File: src/rtl/alu_pkg.sv
// ---------------------------------------------------------------------------
// alu_pkg
// Shared definitions for the ALU frame packer:
//   - trailer magic byte and trailer field offsets
//   - ingress FSM state enum
//   - helper functions: 32->16 checksum fold and trailer word assembly
// ---------------------------------------------------------------------------
package alu_pkg;

  localparam logic [7:0] ALU_TRAILER_MAGIC = 8'hA5;

  // Trailer layout: {magic[31:24], 2'b00, err[21], len[20:16], csum[15:0]}
  localparam int ALU_MAGIC_LSB = 24;
  localparam int ALU_ERR_BIT   = 21;
  localparam int ALU_LEN_LSB   = 16;
  localparam int ALU_LEN_W     = 5;
  localparam int ALU_CSUM_LSB  = 0;
  localparam int ALU_CSUM_W    = 16;

  typedef enum logic {
    IDLE    = 1'b0,
    COLLECT = 1'b1
  } alu_state_t;

  // Checksum contribution of one payload word.
  function automatic logic [ALU_CSUM_W-1:0] alu_fold(input logic [31:0] word);
    return word[31:16] ^ word[15:0];
  endfunction

  function automatic logic [31:0] alu_trailer(input logic                  err,
                                              input logic [ALU_LEN_W-1:0]  len,
                                              input logic [ALU_CSUM_W-1:0] csum);
    logic [31:0] t;
    t                               = '0;
    t[ALU_MAGIC_LSB +: 8]           = ALU_TRAILER_MAGIC;
    t[ALU_ERR_BIT]                  = err;
    t[ALU_LEN_LSB +: ALU_LEN_W]     = len;
    t[ALU_CSUM_LSB +: ALU_CSUM_W]   = csum;
    return t;
  endfunction

endpackage

File: src/rtl/alu_sync_fifo.sv
// ---------------------------------------------------------------------------
// alu_sync_fifo
// Single-clock FIFO with an explicit occupancy counter.
//   clk, rst   : clock, synchronous active-high reset (pointers/count only)
//   i_push     : write request; ignored when full
//   i_data     : write data
//   i_pop      : read request; ignored when empty
//   o_data     : head entry (zero while empty)
//   o_full     : count == DEPTH
//   o_empty    : count == 0
//   o_count    : occupancy, log2(DEPTH)+1 bits
// A pop in the same cycle never makes room for a push (no pass-through).
// ---------------------------------------------------------------------------
module alu_sync_fifo #(
  parameter int WIDTH = 33,
  parameter int DEPTH = 64,
  localparam int CW   = $clog2(DEPTH) + 1
) (
  input  logic             clk,
  input  logic             rst,
  input  logic             i_push,
  input  logic [WIDTH-1:0] i_data,
  input  logic             i_pop,
  output logic [WIDTH-1:0] o_data,
  output logic             o_full,
  output logic             o_empty,
  output logic [CW-1:0]    o_count
);

  localparam int AW = $clog2(DEPTH);

  logic [WIDTH-1:0] r_mem [DEPTH];
  logic [AW-1:0]    r_wr_ptr;
  logic [AW-1:0]    r_rd_ptr;
  logic [CW-1:0]    r_count;
  logic             w_wr;
  logic             w_rd;

  assign o_full  = (r_count == CW'(DEPTH));
  assign o_empty = (r_count == '0);
  assign o_count = r_count;
  assign w_wr    = i_push && !o_full;
  assign w_rd    = i_pop && !o_empty;

  // Gate the head so the output reads zero after reset and while empty.
  assign o_data  = o_empty ? '0 : r_mem[r_rd_ptr];

  always_ff @(posedge clk) begin
    if (w_wr) begin
      r_mem[r_wr_ptr] <= i_data;
    end
  end

  // Pointers wrap naturally because DEPTH is a power of two.
  always_ff @(posedge clk) begin
    if (rst) begin
      r_wr_ptr <= '0;
      r_rd_ptr <= '0;
      r_count  <= '0;
    end else begin
      if (w_wr) r_wr_ptr <= r_wr_ptr + 1'b1;
      if (w_rd) r_rd_ptr <= r_rd_ptr + 1'b1;
      case ({w_wr, w_rd})
        2'b10:   r_count <= r_count + 1'b1;
        2'b01:   r_count <= r_count - 1'b1;
        default: r_count <= r_count;
      endcase
    end
  end

endmodule

File: src/rtl/alu_frame_packer.sv
// ---------------------------------------------------------------------------
// alu_frame_packer
// Packs contiguous framer bursts into packets: payload words followed by one
// trailer {A5, 2'b00, err, len[4:0], csum[15:0]}, buffered in a FIFO and
// presented on a valid/ready egress with sop/eop markers.
//   clk, rst    : clock, synchronous active-high reset
//   frame       : high for each payload word of a frame
//   frame_data  : payload word
//   pkt_valid   : FIFO head presentable
//   pkt_data    : FIFO head word
//   pkt_sop     : head is first word of a packet
//   pkt_eop     : head is a trailer
//   pkt_ready   : downstream accepts head this cycle
//   pkt_bp      : registered backpressure (occupancy >= BP_LEVEL)
//   pkt_ovf     : sticky overflow, set when any word is dropped
// ---------------------------------------------------------------------------
module alu_frame_packer
  import alu_pkg::*;
#(
  parameter int DEPTH    = 64,
  parameter int BP_LEVEL = DEPTH - 32
) (
  input  logic        clk,
  input  logic        rst,
  input  logic        frame,
  input  logic [31:0] frame_data,
  output logic        pkt_valid,
  output logic [31:0] pkt_data,
  output logic        pkt_sop,
  output logic        pkt_eop,
  input  logic        pkt_ready,
  output logic        pkt_bp,
  output logic        pkt_ovf
);

  localparam int CW = $clog2(DEPTH) + 1;

  alu_state_t             r_state;
  alu_state_t             w_state_nxt;
  logic [ALU_LEN_W-1:0]   r_len;
  logic [ALU_CSUM_W-1:0]  r_csum;
  logic                   r_err;
  logic                   r_sop_pend;
  logic                   r_bp;
  logic                   r_ovf;

  logic                   w_push;
  logic [32:0]            w_push_data;
  logic                   w_push_ok;
  logic                   w_pop;
  logic [32:0]            w_head;
  logic                   w_full;
  logic                   w_empty;
  logic [CW-1:0]          w_count;
  logic [CW-1:0]          w_count_nxt;

  alu_sync_fifo #(
    .WIDTH (33),
    .DEPTH (DEPTH)
  ) u_fifo (
    .clk     (clk),
    .rst     (rst),
    .i_push  (w_push),
    .i_data  (w_push_data),
    .i_pop   (w_pop),
    .o_data  (w_head),
    .o_full  (w_full),
    .o_empty (w_empty),
    .o_count (w_count)
  );

  assign pkt_valid   = !w_empty;
  assign pkt_data    = w_head[31:0];
  assign pkt_eop     = w_head[32];
  assign pkt_sop     = r_sop_pend && pkt_valid;
  assign pkt_bp      = r_bp;
  assign pkt_ovf     = r_ovf;

  assign w_pop       = pkt_valid && pkt_ready;
  assign w_push_ok   = w_push && !w_full;
  assign w_count_nxt = w_count + CW'(w_push_ok) - CW'(w_pop);

  // Ingress FSM: next state and FIFO write request.
  always_comb begin
    w_state_nxt = r_state;
    w_push      = 1'b0;
    w_push_data = '0;
    case (r_state)
      IDLE: begin
        if (frame) begin
          w_push      = 1'b1;
          w_push_data = {1'b0, frame_data};
          w_state_nxt = COLLECT;
        end
      end
      COLLECT: begin
        w_push = 1'b1;
        if (frame) begin
          w_push_data = {1'b0, frame_data};
        end else begin
          // First low cycle closes the frame with its trailer.
          w_push_data = {1'b1, alu_trailer(r_err, r_len, r_csum)};
          w_state_nxt = IDLE;
        end
      end
      default: w_state_nxt = IDLE;
    endcase
  end

  always_ff @(posedge clk) begin
    if (rst) begin
      r_state <= IDLE;
    end else begin
      r_state <= w_state_nxt;
    end
  end

  // Accumulators: dropped payload words still count toward len/csum so the
  // trailer describes what the framer sent, with err flagging the loss.
  always_ff @(posedge clk) begin
    if (rst) begin
      r_len  <= '0;
      r_csum <= '0;
      r_err  <= 1'b0;
    end else if (frame) begin
      if (r_state == IDLE) begin
        r_len  <= ALU_LEN_W'(1);
        r_csum <= alu_fold(frame_data);
        r_err  <= !w_push_ok;
      end else begin
        r_len  <= r_len + 1'b1;
        r_csum <= r_csum ^ alu_fold(frame_data);
        r_err  <= r_err | !w_push_ok;
      end
    end
  end

  // Egress packet tracking and status flags.
  always_ff @(posedge clk) begin
    if (rst) begin
      r_sop_pend <= 1'b1;
      r_bp       <= 1'b0;
      r_ovf      <= 1'b0;
    end else begin
      if (w_pop) r_sop_pend <= w_head[32];
      r_bp <= (int'(w_count_nxt) >= BP_LEVEL);
      if (w_push && w_full) r_ovf <= 1'b1;
    end
  end

endmodule

File: config.mk
export PLATFORM = sky130hd
export DESIGN_NAME = alu_frame_packer
export DESIGN_NICKNAME = d
export VERILOG_FILES = /design/src/rtl/alu_pkg.sv /design/src/rtl/alu_sync_fifo.sv /design/src/rtl/alu_frame_packer.sv
export SDC_FILE = /design/constraint.sdc
export NUM_CORES = 2
export LEC_CHECK = 0
export CELL_PAD_IN_SITES_DETAIL_PLACEMENT = 1
export CELL_PAD_IN_SITES_GLOBAL_PLACEMENT = 1
export CORE_AREA = 4 4 426 428
export CTS_CLUSTER_DIAMETER = 200
export DETAILED_ROUTE_END_ITERATION = 10
export DIE_AREA = 0 0 430 432
export PLACE_DENSITY_LB_ADDON = 0.3
export SLEW_MARGIN = 0
export SYNTH_ARGS = -nofsm -noshare
export SYNTH_HDL_FRONTEND = slang
export SYNTH_SLANG_ARGS = --single-unit
File: constraint.sdc
create_clock -name clk -period 6.6 [get_ports clk]
set_input_delay 1.32 -clock clk [delete_from_list [all_inputs] [get_ports clk]]
set_output_delay 1.32 -clock clk [all_outputs]
set_load 0.005 [all_outputs]
==> impl_metrics.tcl <==
set metrics [dict create \
    syn_avg_cell_area_um2 22.17 \
    post_route_cells_drive_above_1_share 0.2761 \
    fp-row-count 155 \
    tightest_slew_ps 1424 \
    worstPathMaxFanout 30 \
    p_leak_nw 28.81 \
    place_inst 6152 \
    clock_path_buffers 3 \
    clock.fmax_mhz 163.0 \
    drtIter0Drc 5160 \
    gp_congestion 0.7589 \
    finalSetupTns_ps 0 \
    cts_buffers 212 \
    synthArstFlopShare 0 \
    track_usage 0.2513 \
    synth_top_area_frac 0.7624 \
    drcViolationCount 0 \
    post-place-ws_ps 983.5 \
    grt_start_max_net_pins 69 \
    vias 41590 \
    ff2ff_setup_slack_ps 2090 \
    slew_headroom 0.05070 \
    timing.rr.end "u_fifo.r_mem[39][25]" \
    run_status "completed" \
    fp.dieH_um 432 \
    slowest_stage "dfxtp_4" \
    worstRegToRegCells 10 \
    path_common_cell "a211oi_1" \
    fin_crit_ps 6136 \
    cts_resized 0 \
    ff_latch_area_um2 64460 \
    maxCapViolCount 0 \
    grt_pass1_wl_um 331100 \
    cp.required_ps 5280 \
    antenna_found_initial 7 \
    fin_ws_ps 464.3 \
    worst_skew_pair.late_latency_ps 850 \
    syn_to_final_growth_pct 14.16 \
    yosys_register_bits 2163 \
    finalCritPeriodShare 0.9297 \
    clock-sinks 2163 \
    multi_input_area_um2 18420 \
    ir_drop_uv 252.8 \
    yosys.area.top_type "edfxtp_1" \
    ant_nets 0 \
    ys_types 59 \
    clkTransAtPathRegs_ps 70 \
    critPathLaunchType "register" \
    synth-warning-count 0 \
    report.final.hold_viol_count 0 \
    stdcell_area_um2 94970 \
    finalSetupViolations 0 \
    detail_route.vias_per_cell 6.359 \
    boundaryPins 73 \
    io_buffers 72 \
    path_depth 8 \
    placed_cell_area_um2 88300 \
    syn_nets 3809 \
    pwr_density_cell_nw_per_um2 344.8 \
    start_util 0.4678 \
    cp-end-kind "primary output" \
    ys_seq_area_frac 0.7746 \
    skew_ps 27.77 \
    cts_tree "yes" \
    maxSlewViolCount 0 \
    overflow 0 \
    root_buffer "clkbuf_16" \
    wl_per_cell_um 35.46 \
    design.core.area_um2 177800 \
    r2r_start "u_fifo.o_count[4]" \
    rsz0062_at_grt "no" \
    num-nets-final 4068 \
    grt_pass1_vias 43790 \
    synth_common_cells "2112 x edfxtp_1, 562 x mux4_2, 138 x nor2_1, 87 x clkbuf_1, 86 x a22oi_1" \
    wirelength_um 231900 \
    max_stage_delay_ps 740 \
    fin_cells 6541 \
    h-tree-depth 4 \
    critPathBufInv 2 \
    hold_path.class "register to register" \
    synth_area_leaders "edfxtp_1 76%, mux4_2 15%, dfxtp_1 1.2%" \
    dr.pass1.iters 6 \
    netlist_area_um2 83190 \
    dp_hpwl_um 130000 \
    endpoint "pkt_data[19]" \
    yosysMostFrequentCell "edfxtp_1" \
    arrival_ps 4820 \
    crit_chain "buf_4 -> mux4_2 -> nor2b_1 -> a211oi_1 -> a211oi_1 -> a21oi_1 -> o22ai_1 -> clkdlybuf4s50_1" \
    die_w_um 430 \
    crit_type "register to primary output" \
    n_fill_cell 15160 \
    synth_edf_count 2112 \
    die-area_um2 185800 \
    syn_inst 3753 \
    ys.flop_type "edfxtp_1" \
    critPathTopFamily "compound AO/OA/AOI/OAI gates" \
]
[worst min-delay path: stages (launching register included)]
cell and delay, ps:
dfxtp_1 320, a32oi_1 60, nor2_1 70
[per-layer routing]
layer	vias to the layer above	wire, um	global-route usage
met3	348	20960	0.05101
met1	22640	91340	0.3525
met5	-	27	0
met2	2198	113000	0.4053
met4	4	6580	0.07176
li1	16400	-	-
[power breakdown]
group	switching, mW	internal, mW	leakage (nW)
clock network	5.11	6.61	3.26
logic	2.98	2.56	5.97
registers	0.163	15.3	19.6
total	8.26	24.5	28.8
[cell type report]
cell class	instances	share of cell area
clock buffer	267	0.05938
antenna	3	0.00007905
timing repair buffer	255	0.02553
clock inverter	118	0.01059
tap	2355	0.03103
sequential	2163	0.6787
inverter	18	0.0007114
multi-input combinational	1362	0.1940
[how the worst min path moves through the flow]
stage                     startpoint         to  slack, ps  cells after the start
after floorplan                r_err      r_err        450                      2
after global placement       pkt_ovf    pkt_ovf        460                      2
after detailed placement     pkt_ovf    pkt_ovf        470                      2
after CTS                    pkt_ovf    pkt_ovf        490                      2
after global routing         pkt_ovf    pkt_ovf        510                      2
final                      r_csum[0]  r_csum[0]        490                      2
[kinds of logic (layout without fill, tap and decap cells)]
kind of cell / Yosys count / after routing / share of synthesized area
compound gates: 350 / 350 / 0.02808
other cells: 0 / 3 / 0
fa+ha+maj: 20 / 20 / 0.003189
xor+xnor: 33 / 33 / 0.003474
simple gates: 345 / 345 / 0.01894
flops: 2163 / 2163 / 0.7746
buf+inv: 228 / 658 / 0.01322
mux: 614 / 614 / 0.1585
[registers in the layout, summed over array words and instances, names as in the netlist, 5 cells and up, named ones only]
register,count
u_fifo.r_mem,2112
u_fifo.r_wr_ptr,6
r_csum,16
u_fifo.o_count,7
u_fifo.r_rd_ptr,6
r_len,5
[metrics by stage]
stage | hold WS [ps] | total power, mW | util
4_1_cts | 486.8 | 32.96 | 0.5339
5_1_grt | 507.1 | 33.91 | 0.5340
3_5_place_dp | 465.9 | 21.33 | 0.4965
6_report | 487.1 | 32.75 | 0.5340
2_1_floorplan | 447.9 | 19.26 | -
3_3_place_gp | 457.0 | 21.23 | 0.4965
[layout by cell type, fill, tap and decap left out, drive strengths merged, types with 36 or more instances in the layout]
cell type,Yosys,routed
clkdlybuf4s50,0,70
nor2,138,138
a21oi,78,78
mux4,562,562
o21ai,47,47
dfxtp,51,51
o22ai,43,43
edfxtp,2112,2112
nand2,85,85
clkinv,1,93
buf,123,185
a22oi,86,86
mux2i,47,47
nor2b,36,36
clkbuf,87,267
[repair_timing]
item,CTS,global route
endpoints found under the hold margin,0,0
setup buffers,0,1
hold buffers,0,0
endpoints found under the setup margin,0,2
No activity file was read; power rests on OpenSTA's default activity.
